### src/rtl/br_lite_ni_pkg.sv
// Shared BrLite types: service code and the flit carried on every mesh link.
`timescale 1ns/1ps
package BrLitePkg;

  typedef logic [1:0] br_svc_t;

  typedef struct packed {
    logic [31:0] payload;
    logic [23:0] seq_source;  // {source x, source y, sequence}
    logic [15:0] target;
    br_svc_t     service;
  } br_data_t;

  localparam int unsigned BR_SEQ_W = 8;

endpackage

### src/rtl/br_lite_ni_fifo.sv
// RX flit buffer: registered head, no fall-through, full checked before pop.
`timescale 1ns/1ps
module br_lite_ni_fifo
  import BrLitePkg::*;
#(
  parameter int unsigned DEPTH  = 4,
  parameter type         data_t = br_data_t
) (
  input  logic  clk_i,
  input  logic  rst_ni,
  input  logic  push_i,
  input  data_t data_i,
  input  logic  pop_i,
  output data_t data_o,
  output logic  full_o,
  output logic  empty_o
);

  localparam int unsigned PTR_W = $clog2(DEPTH);
  localparam int unsigned CNT_W = PTR_W + 1;

  logic [PTR_W-1:0] wr_ptr_q, rd_ptr_q;
  logic [CNT_W-1:0] cnt_q;
  data_t            mem_q [DEPTH];
  logic             push_ok, pop_ok;

  assign full_o  = (cnt_q == CNT_W'(DEPTH));
  assign empty_o = (cnt_q == '0);
  assign push_ok = push_i && !full_o;
  assign pop_ok  = pop_i && !empty_o;
  assign data_o  = empty_o ? '0 : mem_q[rd_ptr_q];

  // NOTE: sequential state uses non-blocking assignments so every register
  // samples pre-edge values regardless of block ordering.
  always_ff @(posedge clk_i or negedge rst_ni) begin
    if (!rst_ni) begin
      wr_ptr_q <= '0;
      rd_ptr_q <= '0;
      cnt_q    <= '0;
    end else begin
      if (push_ok) wr_ptr_q <= wr_ptr_q + 1'b1;
      if (pop_ok)  rd_ptr_q <= rd_ptr_q + 1'b1;
      case ({push_ok, pop_ok})
        2'b10:   cnt_q <= cnt_q + 1'b1;
        2'b01:   cnt_q <= cnt_q - 1'b1;
        default: cnt_q <= cnt_q;
      endcase
    end
  end

  // NOTE: storage is deliberately not reset; the count alone defines which
  // entries are meaningful, and data_o is masked while empty.
  always_ff @(posedge clk_i) begin
    if (push_ok) mem_q[wr_ptr_q] <= data_i;
  end

endmodule

### src/rtl/br_lite_ni.sv
// BrLite PE network interface: TX req/ack source and RX sink with flit FIFO.
// Define BR_NI_ECHO_FILTER_EN to drop received flits that carry our own ADDRESS.
`timescale 1ns/1ps
module br_lite_ni
  import BrLitePkg::*;
#(
  parameter logic [15:0] ADDRESS  = 16'h0000,
  parameter int unsigned RX_DEPTH = 4
) (
  input  logic        clk_i,
  input  logic        rst_ni,
  input  logic        tx_valid_i,
  output logic        tx_ready_o,
  input  logic [31:0] tx_payload_i,
  input  logic [15:0] tx_target_i,
  input  br_svc_t     tx_service_i,
  output br_data_t    noc_flit_o,
  output logic        noc_req_o,
  input  logic        noc_ack_i,
  input  logic        noc_busy_i,
  input  br_data_t    noc_flit_i,
  input  logic        noc_req_i,
  output logic        noc_ack_o,
  output logic        rx_valid_o,
  input  logic        rx_ready_i,
  output br_data_t    rx_flit_o,
  output logic [7:0]  tx_seq_o
);

  typedef enum logic [1:0] {T_IDLE, T_REQ, T_REL} br_ni_tx_state_t;
  typedef enum logic       {R_IDLE, R_ACK}        br_ni_rx_state_t;

  br_ni_tx_state_t     tx_state_q;
  br_ni_rx_state_t     rx_state_q;
  br_data_t            tx_flit_q;
  logic                tx_req_q, rx_ack_q;
  logic [BR_SEQ_W-1:0] seq_q;

  assign tx_ready_o = (tx_state_q == T_IDLE) && !noc_busy_i;
  assign noc_flit_o = tx_flit_q;
  assign noc_req_o  = tx_req_q;
  assign tx_seq_o   = seq_q;

  // Flit is held in tx_flit_q from acceptance until the next acceptance.
  always_ff @(posedge clk_i or negedge rst_ni) begin
    if (!rst_ni) begin
      tx_state_q <= T_IDLE;
      tx_req_q   <= 1'b0;
      tx_flit_q  <= '0;
      seq_q      <= '0;
    end else begin
      case (tx_state_q)
        T_IDLE: if (tx_valid_i && tx_ready_o) begin
          tx_flit_q  <= '{payload:    tx_payload_i,
                          seq_source: {ADDRESS, seq_q},
                          target:     tx_target_i,
                          service:    tx_service_i};
          tx_req_q   <= 1'b1;
          tx_state_q <= T_REQ;
        end
        T_REQ: if (noc_ack_i) begin
          tx_req_q   <= 1'b0;
          seq_q      <= seq_q + 8'd1;
          tx_state_q <= T_REL;
        end
        T_REL: if (!noc_ack_i) tx_state_q <= T_IDLE;
        default: tx_state_q <= T_IDLE;
      endcase
    end
  end

  logic fifo_full, fifo_empty, rx_accept, rx_push, is_echo;

`ifdef BR_NI_ECHO_FILTER_EN
  assign is_echo = (noc_flit_i.seq_source[23:8] == ADDRESS);
`else
  assign is_echo = 1'b0;
`endif

  // Echoes are still acknowledged, but only when a slot is free.
  assign rx_accept = (rx_state_q == R_IDLE) && noc_req_i && !fifo_full;
  assign rx_push   = rx_accept && !is_echo;
  assign noc_ack_o = rx_ack_q;
  assign rx_valid_o = !fifo_empty;

  always_ff @(posedge clk_i or negedge rst_ni) begin
    if (!rst_ni) begin
      rx_state_q <= R_IDLE;
      rx_ack_q   <= 1'b0;
    end else begin
      case (rx_state_q)
        R_IDLE: if (rx_accept) begin
          rx_ack_q   <= 1'b1;
          rx_state_q <= R_ACK;
        end
        R_ACK: if (!noc_req_i) begin
          rx_ack_q   <= 1'b0;
          rx_state_q <= R_IDLE;
        end
        default: rx_state_q <= R_IDLE;
      endcase
    end
  end

  br_lite_ni_fifo #(
    .DEPTH  (RX_DEPTH),
    .data_t (br_data_t)
  ) u_rx_fifo (
    .clk_i   (clk_i),
    .rst_ni  (rst_ni),
    .push_i  (rx_push),
    .data_i  (noc_flit_i),
    .pop_i   (rx_valid_o && rx_ready_i),
    .data_o  (rx_flit_o),
    .full_o  (fifo_full),
    .empty_o (fifo_empty)
  );

endmodule

### config.mk
export PLATFORM = sky130hd
export DESIGN_NAME = br_lite_ni
export DESIGN_NICKNAME = d
export VERILOG_FILES = /design/src/rtl/br_lite_ni_pkg.sv /design/src/rtl/br_lite_ni_fifo.sv /design/src/rtl/br_lite_ni.sv
export SDC_FILE = /design/constraint.sdc
export NUM_CORES = 1
export LEC_CHECK = 0
export ABC_AREA = 1
export CORE_MARGIN = 1.5
export CORE_UTILIZATION = 50
export DETAILED_ROUTE_END_ITERATION = 8
export DONT_BUFFER_PORTS = 1
export PLACE_DENSITY = 0.76
export SETUP_SLACK_MARGIN = 0.4
export SLEW_MARGIN = 20
export SYNTH_ARGS = -nofsm -noshare
export SYNTH_HDL_FRONTEND = slang
export SYNTH_SLANG_ARGS = --single-unit
### constraint.sdc
create_clock -name clk_i -period 13.9 [get_ports clk_i]
set_input_delay 2.78 -clock clk_i [delete_from_list [all_inputs] [get_ports clk_i]]
set_output_delay 2.78 -clock clk_i [all_outputs]
set_load 0.03 [all_outputs]
==> metrics.cfg <==
[placed_design]
hpwl_mm=17.6
portBuffers=0
gp_congestion=0.810

[worst_setup_path]
cp.arrival_ns=3.44
path_buf_inv=1
crit_slowest_cell=buf_4
critical_path.max_stage_delay_ns=0.51
crit_family=buffers and inverters
worstSetupEndpointType=primary output
path_cells=nor3_4 -> buf_4
critPathMaxFanout=51
crit_path_start_kind=input port
critPathKind=in -> out
cp.required_ns=11.12

[sta]
fin_setup_tns_ns=0
finalClockSkew_ns=0.0239
relSlewSlack=0.301
fmax_mhz=161
finalCritPeriodShare=0.448
holdWs_ns=0.473
tightest_slew_ns=1.05
setup_viol=0
hold_violations=0
rsz0062_at_grt=no
slew_viol_final=0
period_minus_slack_ns=6.22

[route]
ant_nets=0
drt_iter0_drc=723
via_count=9019
drt_pass1_iterations=7
drc=0
wl_per_cell_um=18.9
vias_per_cell=5.48
wl_mm=31.1

[pwr]
pwr-share-clk=0.250
peakVddDrop_v=0.000135
p_leak_nw=5.95
powerDensity_nw_per_um2=240
power.switching_mw=1.65
swShare=0.424
power.internal_mw=2.24
power_frac_seq=0.425
power_frac_comb=0.325

[global_route]
grt_first_pass_wirelength_mm=48.1
grt_max_degree=105
grtUsageMet3=0.0585
grt_util_met2=0.345
grt.busiest_layer=met2
antenna_found_initial=0
grt_pass1_vias=8845
grt_util_met1=0.247
grt-ovfl-total=0
grt_use_total=0.203

[cts]
clock_path_buffers=3
htree_levels=2
root_buffer=clkbuf_16
cts_tree=done
cts_resized=0
post_cts_buffers=0
insertion_delay_ns=0.53
clk_pin_slew_worst_paths_ns=0.06
hold_buffers=0
clock-sinks=374
cts_inserted_buffers=39

[layout]
area_delta_synth_final_pct=9.62
n_antenna_cell=0
layout.nets=1371
drive_gt1_frac=0.0611

[synthesis]
ys_seq_area_frac=0.734
yosys_warnings=0
syn_area_per_cell_um2=11.8
synthCells=1256
synth_area_um2=14800
ys_types=21
synth-seq-cells=374

[die]
die-area_um2=30600
die_height_um=175
rows=62
initial_core_util=0.512
die_w_um=175
core_region_area_um2=28900
ioPinCount=291

[run_status]
status=complete, no violations

[run]
max_cap_viol_count=0

[hold_path]
hp-class=reg -> reg

[cells in the mapped netlist, drive strengths merged]
master	count	area, um^2
a21oi	77	385
buf	57	335
clkbuf	34	128
conb	1	3.75
dfrtp	78	1950
edfxtp	296	8890
fa	1	20.0
ha	6	75.1
inv	27	101
nand2	140	526
nand3	62	310
nand4	2	12.5
nor2	308	1160
nor3	1	16.3
o21ai	159	796
xnor2	1	8.76
xor2	6	52.6
[registers in the layout (all words and copies together) (netlist names)]
| signal | flops |
|---|---|
| noc_ack_o | 1 |
| noc_flit_o | 58 |
| noc_req_o | 1 |
| rx_state_q | 1 |
| tx_seq_o | 8 |
| tx_state_q | 2 |
| u_rx_fifo.cnt_q | 3 |
| u_rx_fifo.mem_q | 296 |
| u_rx_fifo.rd_ptr_q | 2 |
| u_rx_fifo.wr_ptr_q | 2 |
[worst register-to-register path, delay by kind of cell (launching register included)]
kind          cells  cell delay (ns)
flops             1             0.36
buf+inv           2             0.82
simple gates      3             1.51
[path summary, 6_finish.rpt]
check,start,endpoint,slack [ns],cells after the start
setup / recovery,noc_busy_i,tx_ready_o,7.68,2
hold / removal,rx_state_q,rx_state_q,0.47,2
setup reg to reg,u_rx_fifo.cnt_q[0],u_rx_fifo.mem_q[1][35],10.81,5
hold reg to reg,rx_state_q,rx_state_q,0.47,2
max in group asynchronous,rst_ni,noc_flit_o[8],11.83,0
min in group asynchronous,rst_ni,noc_flit_o[51],1.96,0
[metrics by stage]
stage / total power [mW] / util / setup slack [ns] / area, um^2 / std cells
final: 3.89 / 0.561 / 7.68 / 16200 / 1645
after CTS: 3.93 / 0.561 / 7.69 / 16200 / 1645
after floorplan: 2.70 / - / 7.21 / 14800 / 1271
after global placement: 2.92 / 0.519 / 7.71 / 15000 / 1576
after detailed placement: 2.96 / 0.519 / 7.70 / 15000 / 1576
after global routing: 4.09 / 0.561 / 7.51 / 16200 / 1645
[kinds of logic after synthesis]
logic type	synth area share
AO/OA/AOI/OAI	0.0800
XOR/XNOR	0.00415
adder cells (fa/ha/maj)	0.00644
buffers and inverters	0.0382
flip-flops	0.734
other	0.000254
AND/OR/NAND/NOR	0.137
[area by class of cell]
type	instances	area, um^2
Tap cell	384	480
Fill cell	2272	12700
Inverter	27	104
Clock inverter	20	174
Clock buffer	49	1030
Sequential cell	374	10800
Timing Repair Buffer	12	93.8
Multi-Input combinational cell	779	3460
[power groups by stage]
stage	logic, mW	clock network, mW	registers [mW]
finish	1.27	0.972	1.65
floorplan	1.06	0	1.64
CTS	1.28	0.993	1.65
global placement	1.26	0	1.67
detailed placement	1.28	0	1.68
global route	1.39	1.03	1.67
[placed cells by master (no fill, tap or decap)]
cell type and instances:
a21oi_1 77, buf_4 11, buf_6 1, bufinv_16 2, clkbuf_1 8, clkbuf_16 39
clkbuf_8 2, clkinv_1 7, clkinv_2 6, clkinv_8 2, clkinvlp_4 1, conb_1 16
dfrtp_1 76, dfrtp_2 1, dfrtp_4 1, edfxtp_1 296, fa_1 1, ha_1 6
inv_1 24, inv_2 2, inv_4 1, inv_6 2, nand2_1 139, nand2_4 1
nand3_1 62, nand4_1 2, nor2_1 304, nor2_4 4, nor3_4 1, o21ai_0 159
xnor2_1 1, xor2_1 6
[routing by layer]
metal | vias to the layer above | share of wire | routed length, um
li1 | 4245 | - | -
met1 | 4402 | 0.39 | 12200
met2 | 306 | 0.50 | 15500
met3 | 66 | 0.080 | 2500
met4 | 0 | 0.026 | 804
met5 | - | 0 | 0
Note: power is estimated with default switching activity, not from simulation.
